## src/rtl/stopwatch_pkg.sv

```systemverilog
// rtl/stopwatch_pkg.sv - shared encodings, digit limits and count type for the stopwatch core
package stopwatch_pkg;

  localparam logic [1:0] ST_IDLE  = 2'd0;
  localparam logic [1:0] ST_RUN   = 2'd1;
  localparam logic [1:0] ST_PAUSE = 2'd2;
  localparam logic [1:0] ST_LAP   = 2'd3;

  localparam int HUND_L  = 10;
  localparam int TENTH_L = 10;
  localparam int SECU_L  = 10;
  localparam int SECT_L  = 6;

  localparam int BCD_W  = 4;
  localparam int SECT_W = 3;

  typedef struct packed {
    logic [SECT_W-1:0] sect;
    logic [BCD_W-1:0]  secu;
    logic [BCD_W-1:0]  tenth;
    logic [BCD_W-1:0]  hund;
  } count_t;

  // sec_tens only needs 3 bits internally; the display expects a full nibble
  function automatic logic [4*BCD_W-1:0] to_digits(input count_t c);
    return {{(BCD_W-SECT_W){1'b0}}, c.sect, c.secu, c.tenth, c.hund};
  endfunction

endpackage

```

## src/rtl/lim_inc.sv

```systemverilog
// rtl/lim_inc.sv - modulo-L digit incrementor with carry in/out
module lim_inc #(
  parameter int W = 4,
  parameter int L = 10
) (
  input  logic [W-1:0] a,
  input  logic         ci,
  output logic [W-1:0] sum,
  output logic         co
);

  localparam logic [W:0] LIM = (W+1)'(L);

  // out-of-range input collapses to 0 so the chain self-heals
  always_comb begin
    sum = a;
    co  = 1'b0;
    if ({1'b0, a} >= LIM) begin
      sum = '0;
    end else if (ci) begin
      if ({1'b0, a} == LIM - 1'b1) begin
        sum = '0;
        co  = 1'b1;
      end else begin
        sum = a + 1'b1;
      end
    end
  end

endmodule

```

## src/rtl/tick_prescaler.sv

```systemverilog
// rtl/tick_prescaler.sv - divides clk down to a single-cycle count tick
module tick_prescaler #(
  parameter int TICK_DIV = 1_000_000
) (
  input  logic clk,
  input  logic reset,
  input  logic en,
  input  logic clr,
  output logic tick
);

  localparam int CW = $clog2(TICK_DIV);
  localparam logic [CW-1:0] LAST = CW'(TICK_DIV - 1);

  logic [CW-1:0] cnt;

  // gated by en so a phase frozen at LAST cannot fire while paused
  assign tick = en && (cnt == LAST);

  always_ff @(posedge clk or posedge reset) begin
    if (reset) begin
      cnt <= '0;
    end else if (clr) begin
      cnt <= '0;
    end else if (en) begin
      cnt <= tick ? '0 : cnt + 1'b1;
    end
  end

endmodule

```

## src/rtl/stopwatch_core.sv

```systemverilog
// rtl/stopwatch_core.sv - run/pause/lap/clear engine driving the SS.HH digit chain
module stopwatch_core
  import stopwatch_pkg::*;
#(
  parameter int TICK_DIV = 1_000_000
) (
  input  logic                 clk,
  input  logic                 reset,
  input  logic                 start_stop,
  input  logic                 clear,
  input  logic                 lap,
  output logic [4*BCD_W-1:0]   digits,
  output logic                 running,
  output logic                 lap_active,
  output logic                 wrap
);

  logic [1:0] state, state_nx;
  count_t     cnt, cnt_nx, snap;
  logic       tick, co_h, co_t, co_u, co_s;
  logic       counting, zero_cnt, take_snap;

  assign counting  = (state == ST_RUN) || (state == ST_LAP);
  assign zero_cnt  = (state == ST_PAUSE) && clear;
  assign take_snap = (state == ST_RUN) && lap && !start_stop;

  tick_prescaler #(.TICK_DIV(TICK_DIV)) u_prescaler (
    .clk  (clk),
    .reset(reset),
    .en   (counting),
    .clr  (zero_cnt),
    .tick (tick)
  );

  lim_inc #(.W(BCD_W),  .L(HUND_L))  u_hund  (.a(cnt.hund),  .ci(tick), .sum(cnt_nx.hund),  .co(co_h));
  lim_inc #(.W(BCD_W),  .L(TENTH_L)) u_tenth (.a(cnt.tenth), .ci(co_h), .sum(cnt_nx.tenth), .co(co_t));
  lim_inc #(.W(BCD_W),  .L(SECU_L))  u_secu  (.a(cnt.secu),  .ci(co_t), .sum(cnt_nx.secu),  .co(co_u));
  lim_inc #(.W(SECT_W), .L(SECT_L))  u_sect  (.a(cnt.sect),  .ci(co_u), .sum(cnt_nx.sect),  .co(co_s));

  // clear outranks start_stop in PAUSE; start_stop outranks lap elsewhere
  always_comb begin
    state_nx = state;
    case (state)
      ST_IDLE:  if (start_stop) state_nx = ST_RUN;
      ST_RUN:   if (start_stop) state_nx = ST_PAUSE;
                else if (lap)   state_nx = ST_LAP;
      ST_LAP:   if (start_stop) state_nx = ST_PAUSE;
                else if (lap)   state_nx = ST_RUN;
      ST_PAUSE: if (clear)      state_nx = ST_IDLE;
                else if (start_stop) state_nx = ST_RUN;
      default:  state_nx = ST_IDLE;
    endcase
  end

  always_ff @(posedge clk or posedge reset) begin
    if (reset) begin
      state <= ST_IDLE;
      cnt   <= '0;
      snap  <= '0;
      wrap  <= 1'b0;
    end else begin
      state <= state_nx;
      wrap  <= tick && co_s;
      if (zero_cnt) begin
        cnt <= '0;
      end else if (tick) begin
        cnt <= cnt_nx;
      end
      if (take_snap) begin
        snap <= cnt;
      end
    end
  end

  assign digits     = to_digits((state == ST_LAP) ? snap : cnt);
  assign running    = counting;
  assign lap_active = (state == ST_LAP);

endmodule

```

## config.mk

```make
export PLATFORM = sky130hd
export DESIGN_NAME = stopwatch_core
export DESIGN_NICKNAME = d
export VERILOG_FILES = /design/src/rtl/stopwatch_pkg.sv /design/src/rtl/lim_inc.sv /design/src/rtl/tick_prescaler.sv /design/src/rtl/stopwatch_core.sv
export SDC_FILE = /design/constraint.sdc
export NUM_CORES = 1
export LEC_CHECK = 0
export ABC_AREA = 1
export CORE_MARGIN = 2
export CORE_UTILIZATION = 30
export CTS_CLUSTER_SIZE = 8
export DETAILED_ROUTE_END_ITERATION = 7
export GPL_TIMING_DRIVEN = 0
export SYNTH_ARGS = -nofsm -noshare
export SYNTH_HDL_FRONTEND = slang
export SYNTH_HIERARCHICAL = 1
export SYNTH_SLANG_ARGS = --single-unit
export TNS_END_PERCENT = 30
```

## constraint.sdc

```tcl
create_clock -name clk -period 2.62 [get_ports clk]
set_clock_uncertainty 0.15 [all_clocks]
set_input_delay 0.524 -clock clk [delete_from_list [all_inputs] [get_ports clk]]
set_output_delay 0.524 -clock clk [all_outputs]
set_load 0.01 [all_outputs]
```

==> impl_results.md <==
- Status: finished clean
- LEAKAGE: 2.12 nW
- Total power draw: 0.00220 W
- Total grt overflow: 0
- Number of antenna violations at the first check in global routing: 0
- Dpl hpwl: 5620 um
- Busiest grt layer: met2
- Register-to-register path setup slack: 0.14 ns
- Worst setup EP type: output port
- Setup Viol. Count Final: 0
- Register area: 1330 um^2
- Worst EP required: 1.95 ns
- Hold Path Class: register to register
- Cell Count, Final, Fillers Out: 676
- Avg WL per Cell: 12.3 um
- Yosys Warn Count: 6
- Max_slew headroom: 47.6%
- IO Count: 24
- Minimum clock period: 2.53 ns
- Filler instances: 1119
- Worst-margin pin slew: 0.785 ns
- Worst r2r src: u_prescaler/cnt[0]$_DFFE_PP0P_
- Post-synthesis instance area: 3290 um^2
- Drc violations: 0
- Hold Path Stages: 2
- Vias in the first global route: 2900
- Clock Sinks: 53
- #FFs+latches synth: 53
- Ant. Diodes: 0
- PortBufs: 22
- Met3 usage: 2.27%
- Clock buffer depth: 2
- Max Fclk: 0.395 GHz
- CTS H-tree depth: 2
- Routing usage on met2: 25.9%
- Worst r2r path cells: 17
- Most common cell after layout, fill and taps aside: nand2_1
- Most frequent cells in the layout: 151 x nand2_1, 73 x inv_1, 49 x dfrtp_1, 44 x nor2_1
- Via/cell ratio: 4.64
- Total GRT Usage: 14.4%
- Starting Density: 30.5%
- Pre-antenna DRT Iters: 5
- Placement Rows: 38
- Layout cells sized above 1: 16.8%
- Gpl congestion: 0.919
- WP data arrival: 1.86 ns
- TritonCTS Buffers: 5
- Multi-input logic area: 1670 um^2
- Die width: 109 um
- FF-to-FF End: cnt[10]$_DFFE_PP0P_
- WS Path Type: register to output port
- Die area: 11800 um^2
- Critical path launch point type: register
- Clk root buf: clkbuf_8
- Hold Fails Final Rpt: 0
- Met1 Track Usage GR: 17.8%
- Sequential-to-total area share from yosys stat: 40.3%
- Die H: 109 um
- Placed Cells: 645
- Pwr Density: 538 nW/um^2
- CTS tree: yes
- Hold Path End: snap[4]$_DFFE_PP0P_
- Synth cell types: 31
- Max_cap viols: 0
- 1st-iter DRT viols: 200
- Placeable Area: 10800 um^2
- Final Cycle Share: 96.6%
- Gate Count Post-Synth: 483
- Hold_sp: snap[4]$_DFFE_PP0P_
- Hold_buf cts: 0
- Layout Nets: 541
- Max IR drop VDD: 0.250 mV
- Post-Syn Nets: 489
- Vias: 3138
- Global-route wire length before repair: 13600 um
- WL final: 8300 um
- Detail Route Antenna Nets: 0
- Synthesized area per cell: 6.82 um^2
- Area Overhead vs Synth: 23.9%
- Max-slew violations: 0
- Clk pin slew, worst setup/hold paths: 0.10 ns
- Largest net degree at the start of global routing: 34
- Worst skew pair latency: 0.31 ns
- CP Max Fanout: 10
worst max path at each step:
stage,from,end,slack [ns],cells after the start
floorplan,u_prescaler/cnt[0]$_DFFE_PP0P_,cnt[14]$_DFFE_PP0P_,0.05,19
global placement,u_prescaler/cnt[0]$_DFFE_PP0P_,cnt[14]$_DFFE_PP0P_,-0.40,19
detailed placement,u_prescaler/cnt[0]$_DFFE_PP0P_,cnt[14]$_DFFE_PP0P_,-0.45,19
CTS,u_prescaler/cnt[0]$_DFFE_PP0P_,cnt[14]$_DFFE_PP0P_,-0.004,19
global route,u_prescaler/cnt[0]$_DFFE_PP0P_,cnt[14]$_DFFE_PP0P_,-0.06,19
finish,state[1]$_DFFE_PP0P_,digits[13],0.09,5
logic make-up (layout without fill, tap and decap cells):
| logic type | Yosys count | count (layout) | share of synthesized area (%) |
|---|---|---|---|
| and+or+nand+nor | 274 | 274 | 37.3 |
| DFF | 53 | 53 | 40.3 |
| buffers and inverters | 92 | 145 | 11.5 |
| adders and majority gates | 1 | 1 | 0.380 |
| xor gates and xnor gates | 8 | 8 | 2.13 |
| AOI/OAI and AO/OA | 54 | 54 | 8.32 |
| other | 1 | 1 | 0.114 |
worst max-delay path, cell delays in order, from the launching register on:
cell	delay, ns
dfrtp_2	0.46
nand2_1	0.08
inv_1	0.07
buf_2	0.19
o21ai_0	0.19
clkdlybuf4s50_1	0.57
per-stage QoR:
step,worst slack (ns),cell area [um^2],TNS (ns),utilization [%],hold slack (ns)
finish,0.0885,4080,0,37.8,0.332
global route,-0.0574,4080,-0.118,37.8,0.348
floorplan,0.0468,3300,0,-,0.292
global placement,-0.403,3690,-1.67,34.2,0.303
detailed placement,-0.445,3690,-2.10,34.2,0.309
CTS,-0.00362,3890,-0.00362,36.0,0.334
Yosys cell counts:
| cell type | count | share of area [%] |
|---|---|---|
| nand2_2 | 8 | 1.5 |
| nor3b_2 | 1 | 0.38 |
| nand3b_1 | 1 | 0.23 |
| nand2_4 | 1 | 0.34 |
| a21oi_1 | 12 | 1.8 |
| buf_1 | 1 | 0.11 |
| inv_1 | 76 | 8.7 |
| xor2_1 | 4 | 1.1 |
| nor3_1 | 4 | 0.61 |
| nand3_2 | 2 | 0.61 |
| nor2_2 | 6 | 1.1 |
| buf_2 | 5 | 0.76 |
| buf_6 | 2 | 0.68 |
| inv_2 | 2 | 0.23 |
| nand3_1 | 38 | 5.8 |
| o21bai_1 | 1 | 0.23 |
| xnor2_1 | 4 | 1.1 |
| buf_4 | 3 | 0.68 |
| nor3_2 | 3 | 0.91 |
| o22ai_1 | 1 | 0.19 |
| o21ai_1 | 4 | 0.61 |
| o21ai_0 | 36 | 5.5 |
| and3_1 | 1 | 0.19 |
| ha_1 | 1 | 0.38 |
| nor2_1 | 50 | 5.7 |
| dfrtp_1 | 53 | 40 |
| clkbuf_1 | 3 | 0.34 |
| nand2_1 | 152 | 17 |
| nand3_4 | 1 | 0.53 |
| nor2_4 | 6 | 2.1 |
| conb_1 | 1 | 0.11 |
per-layer routing:
metal	part of all wire [%]	wire length, um	vias up
met2	52	4290	57
li1	-	-	1578
met1	44	3650	1495
met4	0.99	82	0
met5	0	0	-
met3	3.3	277	8
where the power goes:
| group | leakage (nW) | total, W | switching (W) | internal [W] |
|---|---|---|---|---|
| clock network | 0.0554 | 0.000581 | 0.000293 | 0.000288 |
| registers | 0.726 | 0.000924 | 0.0000562 | 0.000867 |
| logic | 1.34 | 0.000692 | 0.000443 | 0.000248 |
sequential cells by signal (all words and copies together) (netlist names):
signal / flops
wrap: 1
snap: 15
u_prescaler/cnt: 20
cnt: 15
state: 2
cell type report:
type | count | share of cell area, %
Clock inverter | 2 | 0.951
Timing Repair Buffer | 45 | 9.94
Tap cell | 140 | 4.29
Inverter | 78 | 7.24
Multi-Input combinational cell | 338 | 40.9
Sequential cell | 53 | 32.6
Clock buffer | 6 | 1.78
Buffer | 14 | 2.30
repair_timing:
action,4_1_cts,5_1_grt
gates resized for setup,12,22
endpoints found under the hold margin,0,0
gates cloned,0,0
setup buffers,6,17
endpoints found under the setup margin,15,19
pin swaps,5,8
Power figures use the tool's default switching activity.
